--- src/rtl/mac_accum_pkg.sv ---
// Shared parameters and FSM state type for the windowed MAC accumulator.
// Operand width S feeds the upstream multiply-add; N_ACC/ACC_W size the window.
package mac_accum_pkg;

  localparam int S     = 8;
  localparam int N_ACC = 4;
  localparam int CNT_W = $clog2(N_ACC) + 1;
  localparam int ACC_W = 2 * S + $clog2(N_ACC);

  typedef enum logic [1:0] {
    IDLE  = 2'd0,
    ACCUM = 2'd1,
    OUT   = 2'd2
  } acc_state_t;

endpackage

--- src/rtl/mac_accum_if.sv ---
// Input beat stream, clear, result handshake and beat count of mac_accum.
// slave is the accumulator's view, master the producer/consumer side.
interface mac_accum_if
  import mac_accum_pkg::*;
();

  logic [2*S-1:0]   din;
  logic             din_valid;
  logic             din_ready;
  logic             clr;
  logic [ACC_W-1:0] sum;
  logic             sum_valid;
  logic             sum_ready;
  logic [CNT_W-1:0] cnt;

  modport slave (
    input  din,
    input  din_valid,
    output din_ready,
    input  clr,
    output sum,
    output sum_valid,
    input  sum_ready,
    output cnt
  );

  modport master (
    output din,
    output din_valid,
    input  din_ready,
    output clr,
    input  sum,
    input  sum_valid,
    output sum_ready,
    input  cnt
  );

endinterface

--- src/rtl/mac_accum.sv ---
// Sums N_ACC accepted beats into one result and holds it until taken.
// clr drops the current window (and any pending sum) on the next edge.
module mac_accum
  import mac_accum_pkg::*;
(
  input  logic        clk,
  input  logic        reset,
  mac_accum_if.slave  bus
);

  localparam logic [CNT_W-1:0] CNT_LAST = CNT_W'(N_ACC - 1);
  localparam logic [CNT_W-1:0] CNT_FULL = CNT_W'(N_ACC);

  acc_state_t       r_state;
  logic [ACC_W-1:0] r_acc;
  logic [CNT_W-1:0] r_cnt;
  logic [ACC_W-1:0] r_sum;
  logic             r_sum_valid;

  acc_state_t       w_state;
  logic [ACC_W-1:0] w_acc;
  logic [CNT_W-1:0] w_cnt;
  logic [ACC_W-1:0] w_sum;
  logic             w_sum_valid;
  logic [ACC_W-1:0] w_din;
  logic [ACC_W-1:0] w_add;

  assign w_din = ACC_W'(bus.din);
  assign w_add = r_acc + w_din;

  assign bus.din_ready = (r_state != OUT);
  assign bus.sum       = r_sum;
  assign bus.sum_valid = r_sum_valid;
  assign bus.cnt       = r_cnt;

  // Next state, accumulator, counter and result; clr wins over any beat.
  always_comb begin
    w_state     = r_state;
    w_acc       = r_acc;
    w_cnt       = r_cnt;
    w_sum       = r_sum;
    w_sum_valid = r_sum_valid;
    if (bus.clr) begin
      w_state     = IDLE;
      w_acc       = '0;
      w_cnt       = '0;
      w_sum_valid = 1'b0;
    end else begin
      unique case (r_state)
        IDLE: begin
          if (bus.din_valid) begin
            w_acc   = w_din;
            w_cnt   = CNT_W'(1);
            w_state = ACCUM;
          end
        end
        ACCUM: begin
          if (bus.din_valid) begin
            if (r_cnt == CNT_LAST) begin
              w_sum       = w_add;
              w_sum_valid = 1'b1;
              w_cnt       = CNT_FULL;
              w_state     = OUT;
            end else begin
              w_acc = w_add;
              w_cnt = r_cnt + CNT_W'(1);
            end
          end
        end
        OUT: begin
          if (bus.sum_ready) begin
            w_sum_valid = 1'b0;
            w_acc       = '0;
            w_cnt       = '0;
            w_state     = IDLE;
          end
        end
        default: begin
          w_state = IDLE;
        end
      endcase
    end
  end

  // Single register bank for FSM, counter, accumulator and result.
  always_ff @(posedge clk or negedge reset) begin
    if (!reset) begin
      r_state     <= IDLE;
      r_acc       <= '0;
      r_cnt       <= '0;
      r_sum       <= '0;
      r_sum_valid <= 1'b0;
    end else begin
      r_state     <= w_state;
      r_acc       <= w_acc;
      r_cnt       <= w_cnt;
      r_sum       <= w_sum;
      r_sum_valid <= w_sum_valid;
    end
  end

endmodule
--- src/flat_wrapper.sv ---
// flat-port wrapper written by rule: the top's interface ports become plain ports
module mac_accum_flat import mac_accum_pkg::*;
  (clk, reset, bus_din, bus_din_valid, bus_din_ready, bus_clr, bus_sum, bus_sum_valid, bus_sum_ready, bus_cnt);
  mac_accum_if bus_i ();
  input  logic clk;
  input  logic reset;
  input wire logic [$bits(bus_i.din)-1:0] bus_din;
  input wire logic [$bits(bus_i.din_valid)-1:0] bus_din_valid;
  output wire logic [$bits(bus_i.din_ready)-1:0] bus_din_ready;
  input wire logic [$bits(bus_i.clr)-1:0] bus_clr;
  output wire logic [$bits(bus_i.sum)-1:0] bus_sum;
  output wire logic [$bits(bus_i.sum_valid)-1:0] bus_sum_valid;
  input wire logic [$bits(bus_i.sum_ready)-1:0] bus_sum_ready;
  output wire logic [$bits(bus_i.cnt)-1:0] bus_cnt;
  assign bus_i.din = bus_din;
  assign bus_i.din_valid = bus_din_valid;
  assign bus_din_ready = bus_i.din_ready;
  assign bus_i.clr = bus_clr;
  assign bus_sum = bus_i.sum;
  assign bus_sum_valid = bus_i.sum_valid;
  assign bus_i.sum_ready = bus_sum_ready;
  assign bus_cnt = bus_i.cnt;
  mac_accum u_core (.clk(clk), .reset(reset), .bus(bus_i));
endmodule
--- config.mk ---
export PLATFORM = sky130hd
export DESIGN_NAME = mac_accum_flat
export DESIGN_NICKNAME = d
export VERILOG_FILES = /design/src/rtl/mac_accum_pkg.sv /design/src/rtl/mac_accum_if.sv /design/src/rtl/mac_accum.sv /design/src/flat_wrapper.sv
export SDC_FILE = /design/constraint.sdc
export NUM_CORES = 1
export LEC_CHECK = 0
export CORE_ASPECT_RATIO = 2
export CORE_UTILIZATION = 54
export DETAILED_ROUTE_END_ITERATION = 6
export MAX_ROUTING_LAYER = met4
export PLACE_DENSITY_LB_ADDON = 0.2
export SYNTH_ARGS = -nofsm -noshare
export SYNTH_HDL_FRONTEND = slang
export SYNTH_SLANG_ARGS = --single-unit
--- constraint.sdc ---
create_clock -name clk -period 2.9 [get_ports clk]
set_clock_uncertainty 0.2 [all_clocks]
set_input_delay 0.725 -clock clk [delete_from_list [all_inputs] [get_ports clk]]
set_output_delay 0.725 -clock clk [all_outputs]
set_load 0.01 [all_outputs]
Word level (Yosys, flattened, before mapping)
Cells that the tools add are included.

word-level totals
  register bits after elaboration = 42
  output and inout bits = 23

operators by class
  add/subtract/negate cells = 2
  equality and inequality tests = 9
  muxes and demuxes = 23
  bitwise gates (word level) = 1
  reduce and logical (&&, ||, !) cells = 8

operators with widths
  cell                   count
  $mux W18               5
  $pmux W18 S3           1
  $add A18 B16 Y18       1
  $reduce_and A4 Y1      4
  $mux W3                5
  $ne A3 B3 Y1 const B   4
  $mux W2                5
  $pmux W3 S3            1
  $pmux W2 S3            1
  $reduce_and A5 Y1      1
  $mux W1                4
  $reduce_bool A4 Y1     1
  $add A3 B1 Y3 const B  1
  $eq A3 B2 Y1 const B   1
  $ne A3 B2 Y1 const B   1
  $reduce_bool A3 Y1     1
  $eq A2 B1 Y1 const B   1
  $eq A2 B2 Y1 const B   1
  $logic_not A2 Y1       1
  $ne A2 B2 Y1 const B   1
  $pmux W1 S2            1
  $not A1 Y1             1

Logic depth before layout (Yosys ltp)
Gate-level depths: netlist of run 1.

  depth after elaboration = 5
  mapped depth = 9

Worst setup path after synthesis of run 1
OpenSTA, ideal clock, no wires.

  kind = input to register
  from = input bus_din[0]
  to = register u_core.r_sum[16] (netlist: u_core.bus.sum[16])
  arrival = 2.382 ns
  data required time = 2.567 ns
  path slack = 0.185 ns
  cell stages on the path = 9
  buffers on the path = 0
  cells stage by stage = ha_1 > inv_1 > fa_1 > nand2b_1 > a21oi_1 > a21oi_1 > o31ai_2 > xnor2_1 > o21ai_0

on the way
  longest elaborated chain between the ends = 1

ends and longest elaborated chain
  item                  line               text
  start, declared       flat_wrapper.sv:7  input wire logic [$bits(bus_i.din)-1:0] bus_din;
  $add A18 B16 Y18      mac_accum.sv:29    assign w_add = r_acc + w_din;
  end signal, assigned  mac_accum.sv:97    r_sum <= w_sum;
  end, declared         mac_accum.sv:17    logic [ACC_W-1:0] r_sum;

No other way between the ends.
A chain may end at the register's enable or synchronous reset.

Worst setup path in the final report of run 1
  from = input bus_din[5]
  to = register u_core.r_sum[15] (netlist: u_core.bus.sum[15])

The elaborated chain is that of the path after synthesis.

==> impl_results.html, run 1 <==
<table>
<tr><th>Metric</th><th>Value</th></tr>
<tr><th colspan="2">Status</th></tr>
<tr><td>Status</td><td>complete, no violations</td></tr>
<tr><th colspan="2">Worst setup path</th></tr>
<tr><td>Maximum fanout along the worst path</td><td>3</td></tr>
<tr><td>Gate family responsible for the most delay along the worst path</td><td>simple AND/OR/NAND/NOR gates</td></tr>
<tr><td>Cell at the slowest stage of the critical path</td><td>sky130_fd_sc_hd__clkdlybuf4s50_1</td></tr>
<tr><td>R2r setup slk</td><td>around 0.35 ns</td></tr>
<tr><td>Crit path top cell by count</td><td>sky130_fd_sc_hd__buf_4</td></tr>
<tr><td>Crit path kind</td><td>input pin to flip-flop</td></tr>
<tr><td>Startpoint type of the worst setup path</td><td>input pin</td></tr>
<tr><td>Element type at the critical path end</td><td>flip-flop</td></tr>
<tr><td>Data arrival time of the critical path</td><td>between 2 and 3 ns</td></tr>
<tr><td>Worst stage delay on the critical path</td><td>slightly below 0.5 ns</td></tr>
<tr><td>Worst EP required</td><td>a little under 3 ns</td></tr>
<tr><td>CP cell instances</td><td>clkdlybuf4s50_1 -&gt; ha_4 -&gt; o21ai_0 -&gt; nand2b_1 -&gt; and4_4 -&gt; o41ai_4 -&gt; buf_4 -&gt; buf_4 -&gt; or4_1 -&gt; nand3_1</td></tr>
<tr><td>Count of buffer and inverter cells on the critical path</td><td>3</td></tr>
<tr><th colspan="2">Routing</th></tr>
<tr><td>Detailed-route via count</td><td>around 2800</td></tr>
<tr><td>DRC violations left</td><td>0</td></tr>
<tr><td>DR vias/cell</td><td>between 5 and 6</td></tr>
<tr><td>Average wire length per cell after detail routing</td><td>approximately 17 µm</td></tr>
<tr><td>Initial DRC Count</td><td>66</td></tr>
<tr><td>Iteration count of the initial detailed-routing pass</td><td>7</td></tr>
<tr><td>Number of nets with antenna violations after routing</td><td>0</td></tr>
<tr><td>Detailed-route wire length</td><td>around 8000 µm</td></tr>
<tr><th colspan="2">Global route</th></tr>
<tr><td>Maximum number of pins on one net before global-route repair</td><td>35</td></tr>
<tr><td>Global-route wire length before repair</td><td>between 10000 and 15000 µm</td></tr>
<tr><td>Total grt overflow</td><td>0</td></tr>
<tr><td>Antenna violations before repair</td><td>0</td></tr>
<tr><td>Total GRT Usage</td><td>between 30% and 40%</td></tr>
<tr><td>Number of global-route vias before repair</td><td>2810</td></tr>
<tr><th colspan="2">Floorplan</th></tr>
<tr><td>Die X-Extent</td><td>roughly 53 µm</td></tr>
<tr><td>Number of rows created at floorplan</td><td>36</td></tr>
<tr><td>Initial standard-cell utilization of the core</td><td>a little under three fifths</td></tr>
<tr><td>Top-Level Pins</td><td>between 40 and 50</td></tr>
<tr><td>Placeable Area</td><td>just under 0.005 mm²</td></tr>
<tr><td>Height of the chip</td><td>about 100 µm</td></tr>
<tr><td>Area enclosed by the die boundary</td><td>0.005542 mm²</td></tr>
<tr><th colspan="2">Yosys</th></tr>
<tr><td>Share of synthesized area occupied by flip-flops and latches</td><td>between 30% and 40%</td></tr>
<tr><td>Post-synthesis instance area</td><td>around 0.0028 mm²</td></tr>
<tr><td>Synthesized flop and latch total</td><td>42</td></tr>
<tr><td>Synthesized net count</td><td>approximately 370</td></tr>
<tr><td>Primary FF master, synth</td><td>sky130_fd_sc_hd__dfrtp_1</td></tr>
<tr><td>Number of warnings issued by yosys</td><td>0</td></tr>
<tr><td>Average cell area after synthesis</td><td>around 9 µm²</td></tr>
<tr><td>Number of flops mapped to enable cells by yosys</td><td>0</td></tr>
<tr><td>Distinct cell type count after synthesis</td><td>between 50 and 60</td></tr>
<tr><td>Instance count of the mapped netlist</td><td>around 320</td></tr>
<tr><td>Async set-or-reset flop fraction in the synthesized netlist</td><td>100.0%</td></tr>
<tr><th colspan="2">Final layout</th></tr>
<tr><td>Ant. Diodes</td><td>0</td></tr>
<tr><td>Top library cells by usage in the layout, fill and taps aside</td><td>sky130_fd_sc_hd__nand2_1, sky130_fd_sc_hd__buf_4, sky130_fd_sc_hd__dfrtp_1, sky130_fd_sc_hd__clkdlybuf4s50_1, sky130_fd_sc_hd__o21ai_0</td></tr>
<tr><td>Fraction of final layout cells sized beyond drive strength 1</td><td>21.50%</td></tr>
<tr><td>Summed area of non-filler cells in the final layout</td><td>between 0.003 and 0.004 mm²</td></tr>
<tr><td>Final Net Count</td><td>457</td></tr>
<tr><td>Synth-to-layout area growth</td><td>38.80%</td></tr>
<tr><th colspan="2">CTS</th></tr>
<tr><td>Worst-Skew Late Latency</td><td>slightly above 0.3 ns</td></tr>
<tr><td>H-tree levels</td><td>2</td></tr>
<tr><td>Hold buffer count at CTS</td><td>0</td></tr>
<tr><td>Clock Sinks</td><td>42</td></tr>
<tr><td>Buffers from clock root to sink, at most</td><td>2</td></tr>
<tr><td>Clk Tree Root Cell</td><td>sky130_fd_sc_hd__clkbuf_8</td></tr>
<tr><td>Number of buffers created by CTS</td><td>5</td></tr>
<tr><td>CTS clk-pin slew, worst paths</td><td>approximately 0.08 ns</td></tr>
<tr><td>CTS tree</td><td>yes</td></tr>
<tr><th colspan="2">Placement</th></tr>
<tr><td>Placed instance area</td><td>~0.0037 mm²</td></tr>
<tr><td>Buffers on Ports</td><td>43</td></tr>
<tr><td>Placed wire-length estimate after detailed placement</td><td>5847 µm</td></tr>
<tr><td>Routability congestion estimate from global placement</td><td>approximately 0.91</td></tr>
<tr><th colspan="2">Timing</th></tr>
<tr><td>Final Hold Vio Count</td><td>0</td></tr>
<tr><td>Share of the clock period used by the worst path</td><td>a little over nine tenths</td></tr>
<tr><td>Final count of negative-setup-slack endpoints</td><td>0</td></tr>
<tr><td>Highest clock frequency the design can meet</td><td>0.3487 GHz</td></tr>
<tr><td>Minimum clock period</td><td>around 2.9 ns</td></tr>
<tr><td>Worst hold margin</td><td>0.003851 ns</td></tr>
<tr><td>Slew Limit Fails</td><td>0</td></tr>
<tr><td>Transition time at the pin with the least slew margin</td><td>0.5253 ns</td></tr>
<tr><td>Max transition margin</td><td>roughly 65%</td></tr>
<tr><th colspan="2">Hold path</th></tr>
<tr><td>HP Class</td><td>input pin to asynchronous set/reset pin</td></tr>
<tr><th colspan="2">Pwr</th></tr>
<tr><td>IR drop worst, VDD</td><td>roughly 0.64 mV</td></tr>
<tr><td>Leakage power</td><td>between 1.5 and 2 nW</td></tr>
<tr><td>Power per Cell Area</td><td>584.3 mW/mm²</td></tr>
<tr><th colspan="2">Run</th></tr>
<tr><td>Max-cap viol count</td><td>0</td></tr>
</table>
-- registers in the layout (all words and copies together), names as in the netlist --
name	cells
u_core.r_acc	18
u_core.bus.cnt	3
u_core.bus.sum_valid	1
u_core.bus.sum	18
u_core.r_state	2
-- path summary, 6_finish.rpt --
path / cells after the start / endpoint / startpoint
max: 10 / u_core.bus.sum[15]$_DFFE_PN0P_ / bus_din[5]
min: 1 / u_core.bus.sum[1]$_DFFE_PN0P_ / reset
max reg2reg: 7 / u_core.r_acc[15]$_DFFE_PN0P_ / u_core.r_state[0]$_DFFE_PN0P_
min reg2reg: 2 / u_core.bus.sum[14]$_DFFE_PN0P_ / u_core.bus.sum[14]$_DFFE_PN0P_
max in group asynchronous: 2 / u_core.bus.cnt[2]$_DFFE_PN0P_ / reset
min in group clk: 2 / u_core.bus.sum[14]$_DFFE_PN0P_ / u_core.bus.sum[14]$_DFFE_PN0P_
-- synthesized netlist by cell type (all sizes together) (2+ instances only) --
cell          n  share of area [%]
a211oi        3               0.97
a21boi        2               0.53
a21o          5                1.3
a21oi        20                3.5
a221oi        2               0.62
a31oi         2               0.44
and3          3               0.66
buf           6                1.4
clkbuf        8                1.1
dfrtp        42                 37
dlygate4sd1   2               0.62
ha           22                9.7
inv          15                2.0
nand2        55                7.3
nand2b        4               0.89
nand3         4               0.89
nand4         9                2.0
nor2         21                2.8
nor2b         3               0.66
nor3          6                1.1
o211ai        2               0.89
o21a          2               0.53
o21ai        30                5.3
o21bai        2               0.53
o221ai       13                4.0
o22ai         2               0.44
o31ai         2               0.71
or2           2               0.44
or3           2               0.44
xnor2         7                2.2
xor2          7                2.2
-- routing by layer --
metal	global-route usage [%]	part of all wire, %
met5	-	0
met4	17.86	5.8
met2	56.33	57
met1	30.57	35
met3	5.117	3.0
-- cells by family after synthesis --
logic type	share of synthesized area, %
xor+xnor	4.340
flops	37.20
fa+ha+maj	10.45
mux	0.7529
simple gates	19.35
buf+inv	5.049
compound gates	22.85
-- what timing repair did --
action,in CTS,in global routing
gates cloned,0,0
setup endpoints to repair,10,18
buffers inserted,0,1
hold endpoints to repair,0,0
gates resized for setup,3,20
pin swaps,1,8
-- worst register-to-register path, cell delays in order (launching register included) --
cell                       delay [ns]
sky130_fd_sc_hd__dfrtp_1         0.38
sky130_fd_sc_hd__inv_1           0.08
sky130_fd_sc_hd__ha_1            0.45
sky130_fd_sc_hd__or2_1           0.34
sky130_fd_sc_hd__a41oi_1         0.50
sky130_fd_sc_hd__o21ai_0         0.17
sky130_fd_sc_hd__a311oi_1        0.23
sky130_fd_sc_hd__nand2_1         0.08
-- power breakdown --
| group | switching [mW] | total (mW) | internal [mW] |
|---|---|---|---|
| sequential | 0.0608 | 0.714 | 0.653 |
| combinational | 0.602 | 1.18 | 0.576 |
| clock | 0.208 | 0.400 | 0.192 |
| total | 0.870 | 2.29 | 1.42 |
-- cell type report --
cell class	instances	area [µm²]
timing repair buffer	100	893.4
clock buffer	7	86.33
sequential	42	1051
inverter	15	56.30
clock inverter	1	5.005
tap	57	71.32
fill	338	1033
multi-input combinational	249	1758
-- per-stage QoR --
step | setup TNS [ns] | power (mW) | utilization [%] | worst slack [ns] | std cells
finish | 0 | 2.291 | 79.14 | 0.03257 | 471
global route | -0.1013 | 2.435 | 79.14 | -0.07348 | 471
CTS | 0 | 2.195 | 76.21 | 0.001153 | 470
detailed placement | -6.886 | 1.786 | 74.29 | -0.3802 | 462
global placement | -5.733 | 1.754 | 74.29 | -0.3450 | 462
floorplan | 0 | 1.326 | - | 0.1853 | 322
Power figures use the tool's default switching activity.
==> run 2, diff against run 1 <==
--- a/config.mk
+++ b/config.mk
@@ -6,10 +6,12 @@
 export NUM_CORES = 1
 export LEC_CHECK = 0
 export CORE_ASPECT_RATIO = 2
-export CORE_UTILIZATION = 54
+export CORE_UTILIZATION = 55
+export CTS_BUF_LIST = sky130_fd_sc_hd__clkbuf_2
 export DETAILED_ROUTE_END_ITERATION = 6
 export MAX_ROUTING_LAYER = met4
 export PLACE_DENSITY_LB_ADDON = 0.2
 export SYNTH_ARGS = -nofsm -noshare
 export SYNTH_HDL_FRONTEND = slang
 export SYNTH_SLANG_ARGS = --single-unit
+export TNS_END_PERCENT = 100
==> run 2 against run 1 <==
Setup slack improved by 0.041 ns. Critical path depth decreased by 1. Power decreased by 0.78%. Count of clock-buffer cells in the layout decreased by 2. Wire length decreased by 4.1%.
==> impl_results.html, run 2 (synthesis gave the netlist of run 1 again) <==
<table>
<tr><th>Metric</th><th>Value</th></tr>
<tr><th colspan="2">Status</th></tr>
<tr><td>Status</td><td>complete, no violations</td></tr>
<tr><th colspan="2">CTS</th></tr>
<tr><td>CTS resizes</td><td>0 (-3)</td></tr>
<tr><td>Worst-Skew Late Latency</td><td>0.40 ns (+0.09 ns)</td></tr>
<tr><td>H-tree levels</td><td>2 (unchanged)</td></tr>
<tr><td>Buffers from clock root to sink, at most</td><td>2 (unchanged)</td></tr>
<tr><td>CTS clk-pin slew, worst paths</td><td>0.23 ns (+0.15 ns)</td></tr>
<tr><td>Clock Sinks</td><td>42 (unchanged)</td></tr>
<tr><td>Number of buffers created by CTS</td><td>5 (unchanged)</td></tr>
<tr><td># Post-CTS Setup Buffers</td><td>0 (unchanged)</td></tr>
<tr><td>Hold buffer count at CTS</td><td>0 (unchanged)</td></tr>
<tr><td>Clk Tree Root Cell</td><td>sky130_fd_sc_hd__clkbuf_2</td></tr>
<tr><td>CTS tree</td><td>yes</td></tr>
<tr><th colspan="2">Hold path</th></tr>
<tr><td>HP Class</td><td>input pin to asynchronous set/reset pin</td></tr>
<tr><th colspan="2">Pwr</th></tr>
<tr><td>Power per Cell Area</td><td>598.4 mW/mm² (+2.4%)</td></tr>
<tr><td>Final total power</td><td>2.273 mW (-0.78%)</td></tr>
<tr><td>Share of total power in sequential cells</td><td>31.0% (-0.2 points)</td></tr>
<tr><td>Power share of the combinational group</td><td>49.9% (-1.5 points)</td></tr>
<tr><td>IR drop worst, VDD</td><td>0.4522 mV (-29%)</td></tr>
<tr><td>Share of power burned in the clock network</td><td>19.1% (+1.7 points)</td></tr>
<tr><td>Leakage power</td><td>1.756 nW (-2.9%)</td></tr>
<tr><td>Internal power</td><td>1.435 mW (+0.97%)</td></tr>
<tr><td>Power spent charging and discharging nets</td><td>0.8385 mW (-3.6%)</td></tr>
<tr><td>Proportion of total power due to net switching</td><td>36.88% (-1.1 points)</td></tr>
<tr><th colspan="2">Timing</th></tr>
<tr><td>Transition time at the pin with the least slew margin</td><td>0.5104 ns (-0.01492 ns)</td></tr>
<tr><td>Final count of negative-setup-slack endpoints</td><td>0 (unchanged)</td></tr>
<tr><td>Minimum clock period</td><td>2.827 ns (-0.04085 ns)</td></tr>
<tr><td>Highest clock frequency the design can meet</td><td>0.3538 GHz (+1.4%)</td></tr>
<tr><td>Max transition margin</td><td>65.67% (+1.2 points)</td></tr>
<tr><td>Slew Limit Fails</td><td>0 (unchanged)</td></tr>
<tr><td>Accumulated negative setup slack</td><td>0 ns (unchanged)</td></tr>
<tr><td>Share of the clock period used by the worst path</td><td>97.47% (-1.4 points)</td></tr>
<tr><td>Worst Setup Slack, final</td><td>0.07343 ns (+0.04085 ns)</td></tr>
<tr><td>Final Hold Vio Count</td><td>0 (unchanged)</td></tr>
<tr><th colspan="2">Worst setup path</th></tr>
<tr><td>Worst EP required</td><td>3.06 ns (+0.11 ns)</td></tr>
<tr><td>Crit path kind</td><td>input pin to flip-flop</td></tr>
<tr><td>Cell at the slowest stage of the critical path</td><td>sky130_fd_sc_hd__clkdlybuf4s50_1</td></tr>
<tr><td>Data arrival time of the critical path</td><td>2.99 ns (+0.07 ns)</td></tr>
<tr><td>Worst stage delay on the critical path</td><td>0.45 ns (-0.04 ns)</td></tr>
<tr><td>Element type at the critical path end</td><td>flip-flop</td></tr>
<tr><td>CP cell instances</td><td>clkdlybuf4s50_1 -&gt; ha_1 -&gt; a21oi_1 -&gt; o21ai_0 -&gt; a221oi_1 -&gt; o31ai_2 -&gt; buf_4 -&gt; o21a_1 -&gt; nor2_1</td></tr>
<tr><td>Maximum fanout along the worst path</td><td>7 (+4)</td></tr>
<tr><td>Startpoint type of the worst setup path</td><td>input pin</td></tr>
<tr><th colspan="2">Placement</th></tr>
<tr><td>Placed instance area</td><td>0.003676 mm² (-0.14%)</td></tr>
<tr><td>Routability congestion estimate from global placement</td><td>0.9105 (about the same)</td></tr>
<tr><td>Buffers on Ports</td><td>43 (unchanged)</td></tr>
<tr><td>Total placed cells including tap cells</td><td>463 (+0.22%)</td></tr>
<tr><td>Placed wire-length estimate after detailed placement</td><td>5995 µm (+2.5%)</td></tr>
<tr><td>Worst setup slack after placement</td><td>-0.4280 ns (-0.04782 ns)</td></tr>
<tr><th colspan="2">Routing</th></tr>
<tr><td>Average wire length per cell after detail routing</td><td>16.32 µm (-4.1%)</td></tr>
<tr><td>Iteration count of the initial detailed-routing pass</td><td>4 (-3)</td></tr>
<tr><td>Number of nets with antenna violations after routing</td><td>0 (unchanged)</td></tr>
<tr><td>Detailed-route via count</td><td>2746 (-2.4%)</td></tr>
<tr><td>DR vias/cell</td><td>5.830 (-2.4%)</td></tr>
<tr><td>Initial DRC Count</td><td>43 (-35%)</td></tr>
<tr><td>Detailed-route wire length</td><td>7685 µm (-4.1%)</td></tr>
<tr><td>DRC violations left</td><td>0 (unchanged)</td></tr>
<tr><th colspan="2">Final layout</th></tr>
<tr><td>Final non-filler cell total</td><td>471 (unchanged)</td></tr>
<tr><td>Top library cells by usage in the layout, fill and taps aside</td><td>sky130_fd_sc_hd__buf_4, sky130_fd_sc_hd__nand2_1, sky130_fd_sc_hd__clkdlybuf4s50_1, sky130_fd_sc_hd__dfrtp_1, sky130_fd_sc_hd__o21ai_0</td></tr>
<tr><td>Commonest non-fill, non-tap cell in the layout</td><td>sky130_fd_sc_hd__buf_4</td></tr>
<tr><td>Ant. Diodes</td><td>0 (unchanged)</td></tr>
<tr><td>Fraction of final layout cells sized beyond drive strength 1</td><td>20.05% (-1.4 points)</td></tr>
<tr><td>Summed area of non-filler cells in the final layout</td><td>0.003799 mm² (-3.1%)</td></tr>
<tr><td>Synth-to-layout area growth</td><td>34.46%</td></tr>
<tr><td>Final Net Count</td><td>457 (unchanged)</td></tr>
<tr><th colspan="2">Floorplan</th></tr>
<tr><td>Die X-Extent</td><td>52.68 µm (-0.87%)</td></tr>
<tr><td>Initial standard-cell utilization of the core</td><td>57.54% (+0.52 points)</td></tr>
<tr><td>Area enclosed by the die boundary</td><td>0.005445 mm² (-1.8%)</td></tr>
<tr><td>Placeable Area</td><td>0.004910 mm² (-0.91%)</td></tr>
<tr><td>Top-Level Pins</td><td>44 (unchanged)</td></tr>
<tr><td>Number of rows created at floorplan</td><td>36 (unchanged)</td></tr>
<tr><td>Height of the chip</td><td>103.4 µm (-0.89%)</td></tr>
<tr><th colspan="2">Global route</th></tr>
<tr><td>Antenna violations before repair</td><td>0 (unchanged)</td></tr>
<tr><td>Maximum number of pins on one net before global-route repair</td><td>35 (unchanged)</td></tr>
<tr><td>Total grt overflow</td><td>0 (unchanged)</td></tr>
<tr><td>Number of global-route vias before repair</td><td>2886 (+2.7%)</td></tr>
<tr><td>Total GRT Usage</td><td>31.49% (-0.35 points)</td></tr>
<tr><td>Global-route wire length before repair</td><td>12450 µm (-2.0%)</td></tr>
<tr><th colspan="2">Run</th></tr>
<tr><td>Max-cap viol count</td><td>0 (unchanged)</td></tr>
</table>
run 2: cell count changes in the layout (fill, tap and decap cells not counted), sizes merged:
cell | previous run | this run
dlymetal6s2s | 6 | 0
bufinv | 0 | 2
clkbuf | 7 | 5
clkdlybuf4s50 | 36 | 42
run 2: power by group through the flow:
stage                     registers [mW]  logic [mW]  clock network, mW
final                              0.705        1.13              0.434
after global routing               0.713        1.24              0.457
after CTS                          0.704        1.10              0.437
after detailed placement           0.714        1.09                  0
after global placement             0.709        1.07                  0
after floorplan                    0.704       0.622                  0
run 2: metrics by stage:
| stage | hold WS, ns | util [%] |
|---|---|---|
| after floorplan | 0.2294 | - |
| after global placement | 0.2582 | 74.87 |
| after detailed placement | 0.2664 | 74.87 |
| after CTS | 0.02741 | 76.68 |
| after global routing | 0.03735 | 77.37 |
| final | 0.02612 | 77.37 |
run 2: worst paths after layout:
check	from	endpoint	cells past startpoint	slack (ns)
max	bus_din[9]	u_core.r_acc[16]$_DFFE_PN0P_	9	0.07
min reg2reg	u_core.bus.sum[13]$_DFFE_PN0P_	u_core.bus.sum[13]$_DFFE_PN0P_	2	0.31
min	reset	u_core.bus.sum[1]$_DFFE_PN0P_	1	0.03
max reg2reg	u_core.r_acc[9]$_DFFE_PN0P_	u_core.r_acc[16]$_DFFE_PN0P_	8	0.43
max in group asynchronous	reset	u_core.r_acc[0]$_DFFE_PN0P_	2	1.78
min in group clk	u_core.bus.sum[13]$_DFFE_PN0P_	u_core.bus.sum[13]$_DFFE_PN0P_	2	0.31
run 2: worst max-delay path, delay by kind of cell:
kind	cells	cell delay [ns]
AO/OA/AOI/OAI	5	1.18
adder cells (fa/ha/maj)	1	0.40
buffers and inverters	2	0.61
AND/OR/NAND/NOR	1	0.07
run 2: routing by layer:
metal | routed length, µm | up-vias | GRT usage [%]
met3 | 192 | 19 | 4.386
met5 | 0 | - | -
li1 | - | 1338 | -
met1 | 2787 | 1318 | 29.21
met2 | 4429 | 71 | 58.33
met4 | 276 | 0 | 18.22
run 2: layout make-up:
cell class,count,area [µm²]
inverters,15,56.30
multi-input cells,249,1665
well taps,57,71.32
flip-flops and latches,42,1051
clock inverters,3,63.81
repair buffers,100,865.8
clock buffers,5,25.02
fillers,347,1111
